## src/rtl/ysyx_22050039_ifu.sv

```systemverilog
// Instruction fetch unit: request -> wait -> hold loop, three cycles per instruction with zero-wait memory.
// Holds inst/pc until the decoder consumes them; a fetch fault or a misaligned redirect parks it in S_ERR until reset.
module ysyx_22050039_ifu #(
  parameter int                XLEN     = 64,
  parameter int                INST_LEN = 32,
  parameter logic [XLEN-1:0]   RESET_PC = 64'h0000_0000_8000_0000
) (
  input  logic                clk,
  input  logic                rst,
  output logic                imem_req_valid,
  input  logic                imem_req_ready,
  output logic [XLEN-1:0]     imem_req_addr,
  input  logic                imem_resp_valid,
  input  logic [INST_LEN-1:0] imem_resp_data,
  input  logic                imem_resp_err,
  output logic [INST_LEN-1:0] inst,
  output logic [XLEN-1:0]     pc,
  output logic                inst_valid,
  input  logic                inst_ready,
  input  logic                pc_wen,
  input  logic [XLEN-1:0]     dnpc,
  output logic                fetch_err,
  output logic [63:0]         inst_cnt
);

  typedef enum logic [1:0] {
    S_REQ  = 2'd0,
    S_WAIT = 2'd1,
    S_HOLD = 2'd2,
    S_ERR  = 2'd3
  } state_t;

  state_t              state_q, state_d;
  logic [XLEN-1:0]     pc_q, pc_d;
  logic [INST_LEN-1:0] inst_q, inst_d;
  logic [63:0]         cnt_q, cnt_d;
  // Keeps the request off while reset is held and lets it rise on the first edge after release.
  logic                live_q, live_d;

  always_ff @(posedge clk or negedge rst) begin
    if (!rst) begin
      state_q <= S_REQ;
      pc_q    <= RESET_PC;
      inst_q  <= '0;
      cnt_q   <= '0;
      live_q  <= 1'b0;
    end else begin
      state_q <= state_d;
      pc_q    <= pc_d;
      inst_q  <= inst_d;
      cnt_q   <= cnt_d;
      live_q  <= live_d;
    end
  end

  always_comb begin
    state_d = state_q;
    pc_d    = pc_q;
    inst_d  = inst_q;
    cnt_d   = cnt_q;
    live_d  = 1'b1;
    case (state_q)
      S_REQ: begin
        if (live_q && imem_req_ready) begin
          state_d = S_WAIT;
        end
      end
      S_WAIT: begin
        if (imem_resp_valid) begin
          if (imem_resp_err) begin
            state_d = S_ERR;
          end else begin
            inst_d  = imem_resp_data;
            state_d = S_HOLD;
          end
        end
      end
      S_HOLD: begin
        if (inst_ready) begin
          cnt_d = cnt_q + 64'd1;
          if (pc_wen) begin
            pc_d    = dnpc;
            state_d = (dnpc[1:0] != 2'b00) ? S_ERR : S_REQ;
          end else begin
            pc_d    = pc_q + XLEN'(4);
            state_d = S_REQ;
          end
        end
      end
      S_ERR: begin
        state_d = S_ERR;
      end
      default: begin
        state_d = S_ERR;
      end
    endcase
  end

  // All handshake outputs decode registered state only.
  assign imem_req_valid = (state_q == S_REQ) && live_q;
  assign inst_valid     = (state_q == S_HOLD);
  assign fetch_err      = (state_q == S_ERR);
  assign imem_req_addr  = pc_q;
  assign pc             = pc_q;
  assign inst           = inst_q;
  assign inst_cnt       = cnt_q;

endmodule

```

## config.mk

```make
export PLATFORM = sky130hd
export DESIGN_NAME = ysyx_22050039_ifu
export DESIGN_NICKNAME = d
export VERILOG_FILES = /design/src/rtl/ysyx_22050039_ifu.sv
export SDC_FILE = /design/constraint.sdc
export NUM_CORES = 1
export LEC_CHECK = 0
export ABC_CLOCK_PERIOD_IN_PS = 2900
export CORE_ASPECT_RATIO = 2
export CORE_MARGIN = 3
export CORE_UTILIZATION = 35
export DETAILED_ROUTE_END_ITERATION = 6
export DONT_BUFFER_PORTS = 1
export SYNTH_ARGS = -nofsm -noshare
export SYNTH_HDL_FRONTEND = slang
export SYNTH_SLANG_ARGS = --single-unit
```

## constraint.sdc

```tcl
create_clock -name clk -period 2.9 [get_ports clk]
set_input_delay 0.58 -clock clk [delete_from_list [all_inputs] [get_ports clk]]
set_output_delay 0.58 -clock clk [all_outputs]
set_load 0.02 [all_outputs]
```

==> flow_metrics.tcl, run 1 <==
set metrics [dict create \
    netSwitchingPower_mw 3.392 \
    cp_cell_sequence "nand4_1 > nor4_4 > nand3_2 > nor4_1 > xor2_1" \
    worst-setup-path-type "flip-flop to flip-flop" \
    synth_compound_area_share_pct 9.279 \
    pwr-share-comb_pct 28.1 \
    fin_skew_ns 0.009824 \
    die_w_um 120.9 \
    synthMuxAreaShare_pct 7.423 \
    yosysTopAreaCell "dfrtp_1" \
    vias_per_cell 5.833 \
    rsz0062_at_grt "no" \
    place_congestion 0.9142 \
    clkSlewWorstSetupHoldPaths_ns 0.07 \
    synthCells 969 \
    drc 0 \
    ys.flop_type "dfrtp_1" \
    layout-drive-gt1-share_pct 17.89 \
    yosys-top-cells-count "dfrtp_1 (162), nand2_1 (91), buf_4 (65)" \
    synth_edf_count 0 \
    grt.total_usage_pct 21.16 \
    start_kind "flip-flop" \
    async_flop_share_pct 100.0 \
    die-area_mm2 0.02849 \
    drv_cap 0 \
    dp_hpwl_um 22810 \
    hold_viol_final 162 \
    antenna_found_initial 0 \
    initialDrtViolationCount 450 \
    synth_top_family_by_area "simple AND/OR/NAND/NOR gates" \
    cts_root_buf "clkbuf_16" \
    cts_setup_buffers 0 \
    grt_pass1_wl_um 46420 \
    drv_slew 0 \
    swShare_pct 40.21 \
    grt_max_degree 164 \
    p_seq_share_pct 42.2 \
    ys_seq_elements 163 \
    crit_start "inst_cnt[9]$_DFFE_PN0P_" \
    netlist_area_mm2 0.009236 \
    fin_cells 1307 \
    setup_tns_ns 0 \
    vdd.ir_drop.worst_uv 344.3 \
    cts_tree "done" \
    start_util_pct 35.72 \
    cts_buffers 17 \
    synth_cell_types 65 \
    dieHeight_um 235.7 \
    yosys_warnings 0 \
    synthToLayoutAreaGrowth_pct 10.66 \
    clkSinkCount 163 \
    status "complete, but fails checks" \
    core.rowCount 83 \
    hold_path_class "input port to asynchronous set/reset pin" \
    grt-ovfl-total 0 \
    portBuffers 0 \
    p_int_mw 5.044 \
    synth-xor-area-share_pct 5.974 \
    arrival_ns 2.90 \
    ios 330 \
    dpl.cell_count 1276 \
    critPathCaptureType "flip-flop" \
    dr.pass1.iters 4 \
    fin_crit_sh_pct 87.49 \
    antenna_cells 0 \
    slowest_delay_ns 0.56 \
    finalSetupViolations 0 \
    crit_required_ns 3.26 \
    avgSynthCellArea_um2 9.532 \
    fmax_mhz 394.1 \
    ctsResizeCount 0 \
    max_slew_margin_pct 50.71 \
    synth.most_common_cell "dfrtp_1" \
    cpMaxStageDelayCell "dfrtp_1" \
    vias 7624 \
    clock_latency_ns 0.44 \
    setup_ws_ns 0.3628 \
    timing.hold.ws_ns -0.1623 \
    period_needed_ns 2.537 \
    syn-num-nets 1074 \
    cts_buffer_depth 2 \
    synth-adder-area-share_pct 0.2709 \
    synth-simple-area-share_pct 24.56 \
    place_ws_ns 0.3679 \
    finalWirelength_um 30520 \
    ys_seq_area_share_pct 44.18 \
    critPathMaxFanout 17 \
    fin_nets 1060 \
    wl_per_cell_um 23.35 \
    failed_checks "hold timing" \
    timing.rr.start "inst_cnt[9]$_DFFE_PN0P_" \
    power_leakage_nw 4.273 \
    p_clk_share_pct 29.7 \
    fp.coreArea_mm2 0.02586 \
    postRouteAntennaNets 0 \
    worstMarginPinSlew_ns 0.7326 \
    grt_pass1_vias 7854 \
    htreeDepth 4 \
    p_per_area_mw_per_mm2 825.4 \
    synthTopCellsByArea "dfrtp_1 (44%), buf_4 (5.3%), mux2_2 (4.4%)" \
    synth_top_area_share_pct 43.89 \
]
-- registers in the layout (all words and copies together), names as in the netlist --
| signal | flops |
|---|---|
| imem_req_addr | 64 |
| inst_cnt | 64 |
| inst | 32 |
| state_q | 2 |
| live_q | 1 |
-- layer usage --
layer / global-route usage, % / routed length [um]
met5: 0 / 0
met4: 9.835 / 1174
met3: 5.963 / 1982
met2: 39.92 / 17100
met1: 20.69 / 10260
-- cells in the final DEF (no fill, tap or decap), types with 5 or more instances in the layout --
cell / instances
xnor2_1: 34
a22oi_1: 16
nand3_1: 51
mux2_2: 36
dfrtp_1: 162
and2_1: 7
nor2b_1: 8
a21oi_1: 33
nand4_1: 43
or4_1: 5
o22ai_1: 32
nor2_1: 47
inv_1: 21
nand2_1: 91
xor2_1: 29
o211ai_1: 5
nor4_1: 27
or2_2: 5
clkbuf_16: 17
a31oi_1: 7
nor3_1: 50
and3_1: 24
and4_1: 18
buf_4: 79
mux2i_1: 28
o21ai_0: 24
-- power by group through the flow --
stage / sequential (mW) / clock (mW) / combinational (mW)
finish: 3.56 / 2.51 / 2.37
global route: 3.62 / 2.65 / 2.55
CTS: 3.57 / 2.58 / 2.38
detailed placement: 3.62 / 0 / 2.37
global placement: 3.60 / 0 / 2.34
floorplan: 3.79 / 0 / 1.60
-- cells by family after synthesis --
logic type,count (synthesis)
xor gates and xnor gates,63
muxes,64
buffers and inverters,133
other,1
DFF,163
and+or+nand+nor,407
AOI/OAI and AO/OA,136
adders and majority gates,2
-- final timing paths --
| path | endpoint | slack, ns | depth (start not counted) |
|---|---|---|---|
| worst max-delay path | inst_cnt[46]$_DFFE_PN0P_ | 0.36 | 5 |
| worst min-delay path | imem_req_addr[34]$_DFFE_PN0P_ | -0.16 | 0 |
| worst max register to register | inst_cnt[46]$_DFFE_PN0P_ | 0.36 | 5 |
| worst min register to register | imem_req_addr[42]$_DFFE_PN0P_ | 0.61 | 2 |
| max in group asynchronous | imem_req_addr[14]$_DFFE_PN0P_ | 2.61 | 0 |
| min in group clk | state_q[1]$_DFFE_PN0P_ | 0.25 | 1 |
-- layout make-up --
type	count	area, um2
multi-input cells	673	4402
clock inverters	14	216.5
clock buffers	17	425.4
repair buffers	79	593.1
fillers	2531	15640
inverters	21	78.83
flip-flops and latches	163	4080
well taps	340	425.4
-- metrics by stage --
stage / hold WS (ns) / power, mW / instance area (um2) / util (%)
3_3_place_gp: 0.2898 / 5.939 / 9579 / 37.04
5_1_grt: -0.1938 / 8.826 / 10220 / 39.53
4_1_cts: -0.2056 / 8.526 / 10220 / 39.53
6_report: -0.1623 / 8.436 / 10220 / 39.53
2_1_floorplan: 0.2844 / 5.390 / 9236 / -
3_5_place_dp: 0.2899 / 5.989 / 9579 / 37.04
-- worst max-delay path: cells and delay by family, from the launching register on --
kind / cells / cell delay [ns]
xor+xnor: 1 / 0.18
simple gates: 4 / 1.70
flops: 1 / 0.56
(Power assumes the default switching activity.)
==> run 2, diff against run 1 <==
--- a/config.mk
+++ b/config.mk
@@ -6,7 +6,7 @@
 export NUM_CORES = 1
 export LEC_CHECK = 0
 export ABC_CLOCK_PERIOD_IN_PS = 2900
-export CORE_ASPECT_RATIO = 2
+export CORE_ASPECT_RATIO = 1.5
 export CORE_MARGIN = 3
 export CORE_UTILIZATION = 35
 export DETAILED_ROUTE_END_ITERATION = 6
==> run 2 against run 1 <==
Net effect:
- the run still ends with hold timing left
- non-clock buffer count increased by 1
- worst setup slack better by 0.077 ns
- sequential power is 1% higher
- highest routed layer unchanged
- maximum frequency increased by 3.1%
- critical endpoint is now imem_req_addr[45]$_DFFE_PN0P_
- critical path depth rose by 2
- first-iteration DRC count up 18%
- sequential share of layout area about the same
- via count up 0.39%
- global-route usage decreased by 1.5 points
- wire length is 6.2% lower
- critical path type unchanged
==> flow_metrics.tcl, run 2 (synthesized netlist as in run 1, its figures left out) <==
set metrics [dict create \
    grt_pass1_vias 7546 \
    power_leakage_nw 4.271 \
    ios 330 \
    portBuffers 0 \
    hold_path_class "input port to asynchronous set/reset pin" \
    fin_crit_sh_pct 84.85 \
    cts_buffers 17 \
    finalSetupViolations 0 \
    timing.hold.ws_ns -0.1649 \
    timing.rr.start "imem_req_addr[3]$_DFFE_PN0P_" \
    start_util_pct 35.72 \
    start_kind "flip-flop" \
    synthToLayoutAreaGrowth_pct 10.61 \
    grt_pass1_wl_um 43930 \
    vias_per_cell 5.879 \
    setup_tns_ns 0 \
    period_needed_ns 2.461 \
    worstMarginPinSlew_ns 0.7903 \
    place_congestion 0.9425 \
    cts_tree "done" \
    fin_nets 1061 \
    vdd.ir_drop.worst_uv 410.6 \
    fp.coreArea_mm2 0.02585 \
    multiInputGateArea_mm2 0.004402 \
    clkSinkCount 163 \
    most-common-layout-cells "dfrtp_1 (162), nand2_1 (91), buf_4 (79)" \
    initialDrtViolationCount 533 \
    antenna_cells 0 \
    hold_viol_final 162 \
    vias 7654 \
    drv_slew 0 \
    grt_max_degree 164 \
    fmax_mhz 406.4 \
    crit_required_ns 3.22 \
    crit_start "imem_req_addr[3]$_DFFE_PN0P_" \
    final_common_cell "dfrtp_1" \
    grt-ovfl-total 0 \
    dieHeight_um 205.0 \
    clock_latency_ns 0.44 \
    nFillCells 2567 \
    fin_skew_ns 0.009661 \
    drv_cap 0 \
    regArea_mm2 0.004080 \
    htreeDepth 4 \
    arrival_ns 2.78 \
    finalWirelength_um 28620 \
    final_core_util_pct 39.51 \
    max_slew_margin_pct 47.20 \
    postRouteAntennaNets 0 \
    grt.total_usage_pct 19.65 \
    cts_buffer_depth 2 \
    critPathMaxFanout 9 \
    die_w_um 138.6 \
    cts_root_buf "clkbuf_16" \
    wl_per_cell_um 21.98 \
    rsz0062_at_grt "no" \
    antenna_found_initial 0 \
    clkSlewWorstSetupHoldPaths_ns 0.07 \
    die-area_mm2 0.02842 \
    ctsResizeCount 0 \
    core.rowCount 72 \
    cts_setup_buffers 0 \
    dr.pass1.iters 7 \
    failed_checks "hold timing" \
    layout-drive-gt1-share_pct 18.06 \
    drc 0 \
    critPathCaptureType "flip-flop" \
    worst-setup-path-type "flip-flop to flip-flop" \
    dp_hpwl_um 21130 \
    status "complete, but fails checks" \
    p_per_area_mw_per_mm2 811.2 \
]
[run 2: cell types whose count changed in the layout (fill, tap and decap cells not counted), sizes merged]
cell and change:
inv -4, clkbuf +2, clkinv +2, clkinvlp +2, buf +1, bufinv -1
[run 2: power by group]
part | leakage (nW) | switching [mW] | internal [mW]
registers | 2.00 | 0.864 | 2.74
logic | 1.97 | 1.45 | 0.820
clock network | 0.299 | 1.00 | 1.42
total | 4.27 | 3.31 | 4.97
[run 2: area by class of cell]
type	instances	share of cell area, %
Tap cell	333	4.078
Clock buffer	19	4.434
Sequential cell	163	39.94
Clock inverter	13	1.690
Multi-Input combinational cell	673	43.09
Inverter	21	0.7716
Timing Repair Buffer	80	6.001
[run 2: metal layers]
| metal | track usage (%) | vias to the layer above | share of wire (%) |
|---|---|---|---|
| met4 | 8.462 | 0 | 3.3 |
| met3 | 6.656 | 72 | 7.9 |
| met5 | 0 | - | 0 |
| li1 | - | 3450 | - |
| met1 | 21.96 | 3798 | 37 |
| met2 | 34.17 | 334 | 52 |
[run 2: worst paths after layout]
kind,endpoint,slack [ns],cells after the start
worst max register to register,imem_req_addr[45]$_DFFE_PN0P_,0.44,7
worst min register to register,inst_cnt[63]$_DFFE_PN0P_,0.61,1
worst min-delay path,inst_cnt[18]$_DFFE_PN0P_,-0.16,0
min in group clk,imem_req_addr[0]$_DFFE_PN0P_,0.25,2
worst max-delay path,imem_req_addr[45]$_DFFE_PN0P_,0.44,7
max in group asynchronous,imem_req_addr[31]$_DFFE_PN1P_,2.82,0
[run 2: critical path, cell delays in order (launching register included)]
cell	delay [ns]
dfrtp_1	0.35
buf_4	0.21
and4_2	0.36
nand4_2	0.30
nor4_1	0.66
buf_4	0.22
mux2i_1	0.16
nand3_1	0.08
[run 2: stage by stage]
stage	setup WS, ns	total power, mW	area, um2	hold WS (ns)	instances
finish	0.4394	8.287	10220	-0.1649	1302
global route	0.2429	8.677	10220	-0.2022	1302
CTS	0.4522	8.349	10220	-0.1985	1302
detailed placement	0.4502	5.918	9590	0.2921	1270
global placement	0.5542	5.873	9590	0.2915	1270
floorplan	0.6352	5.390	9236	0.2844	969
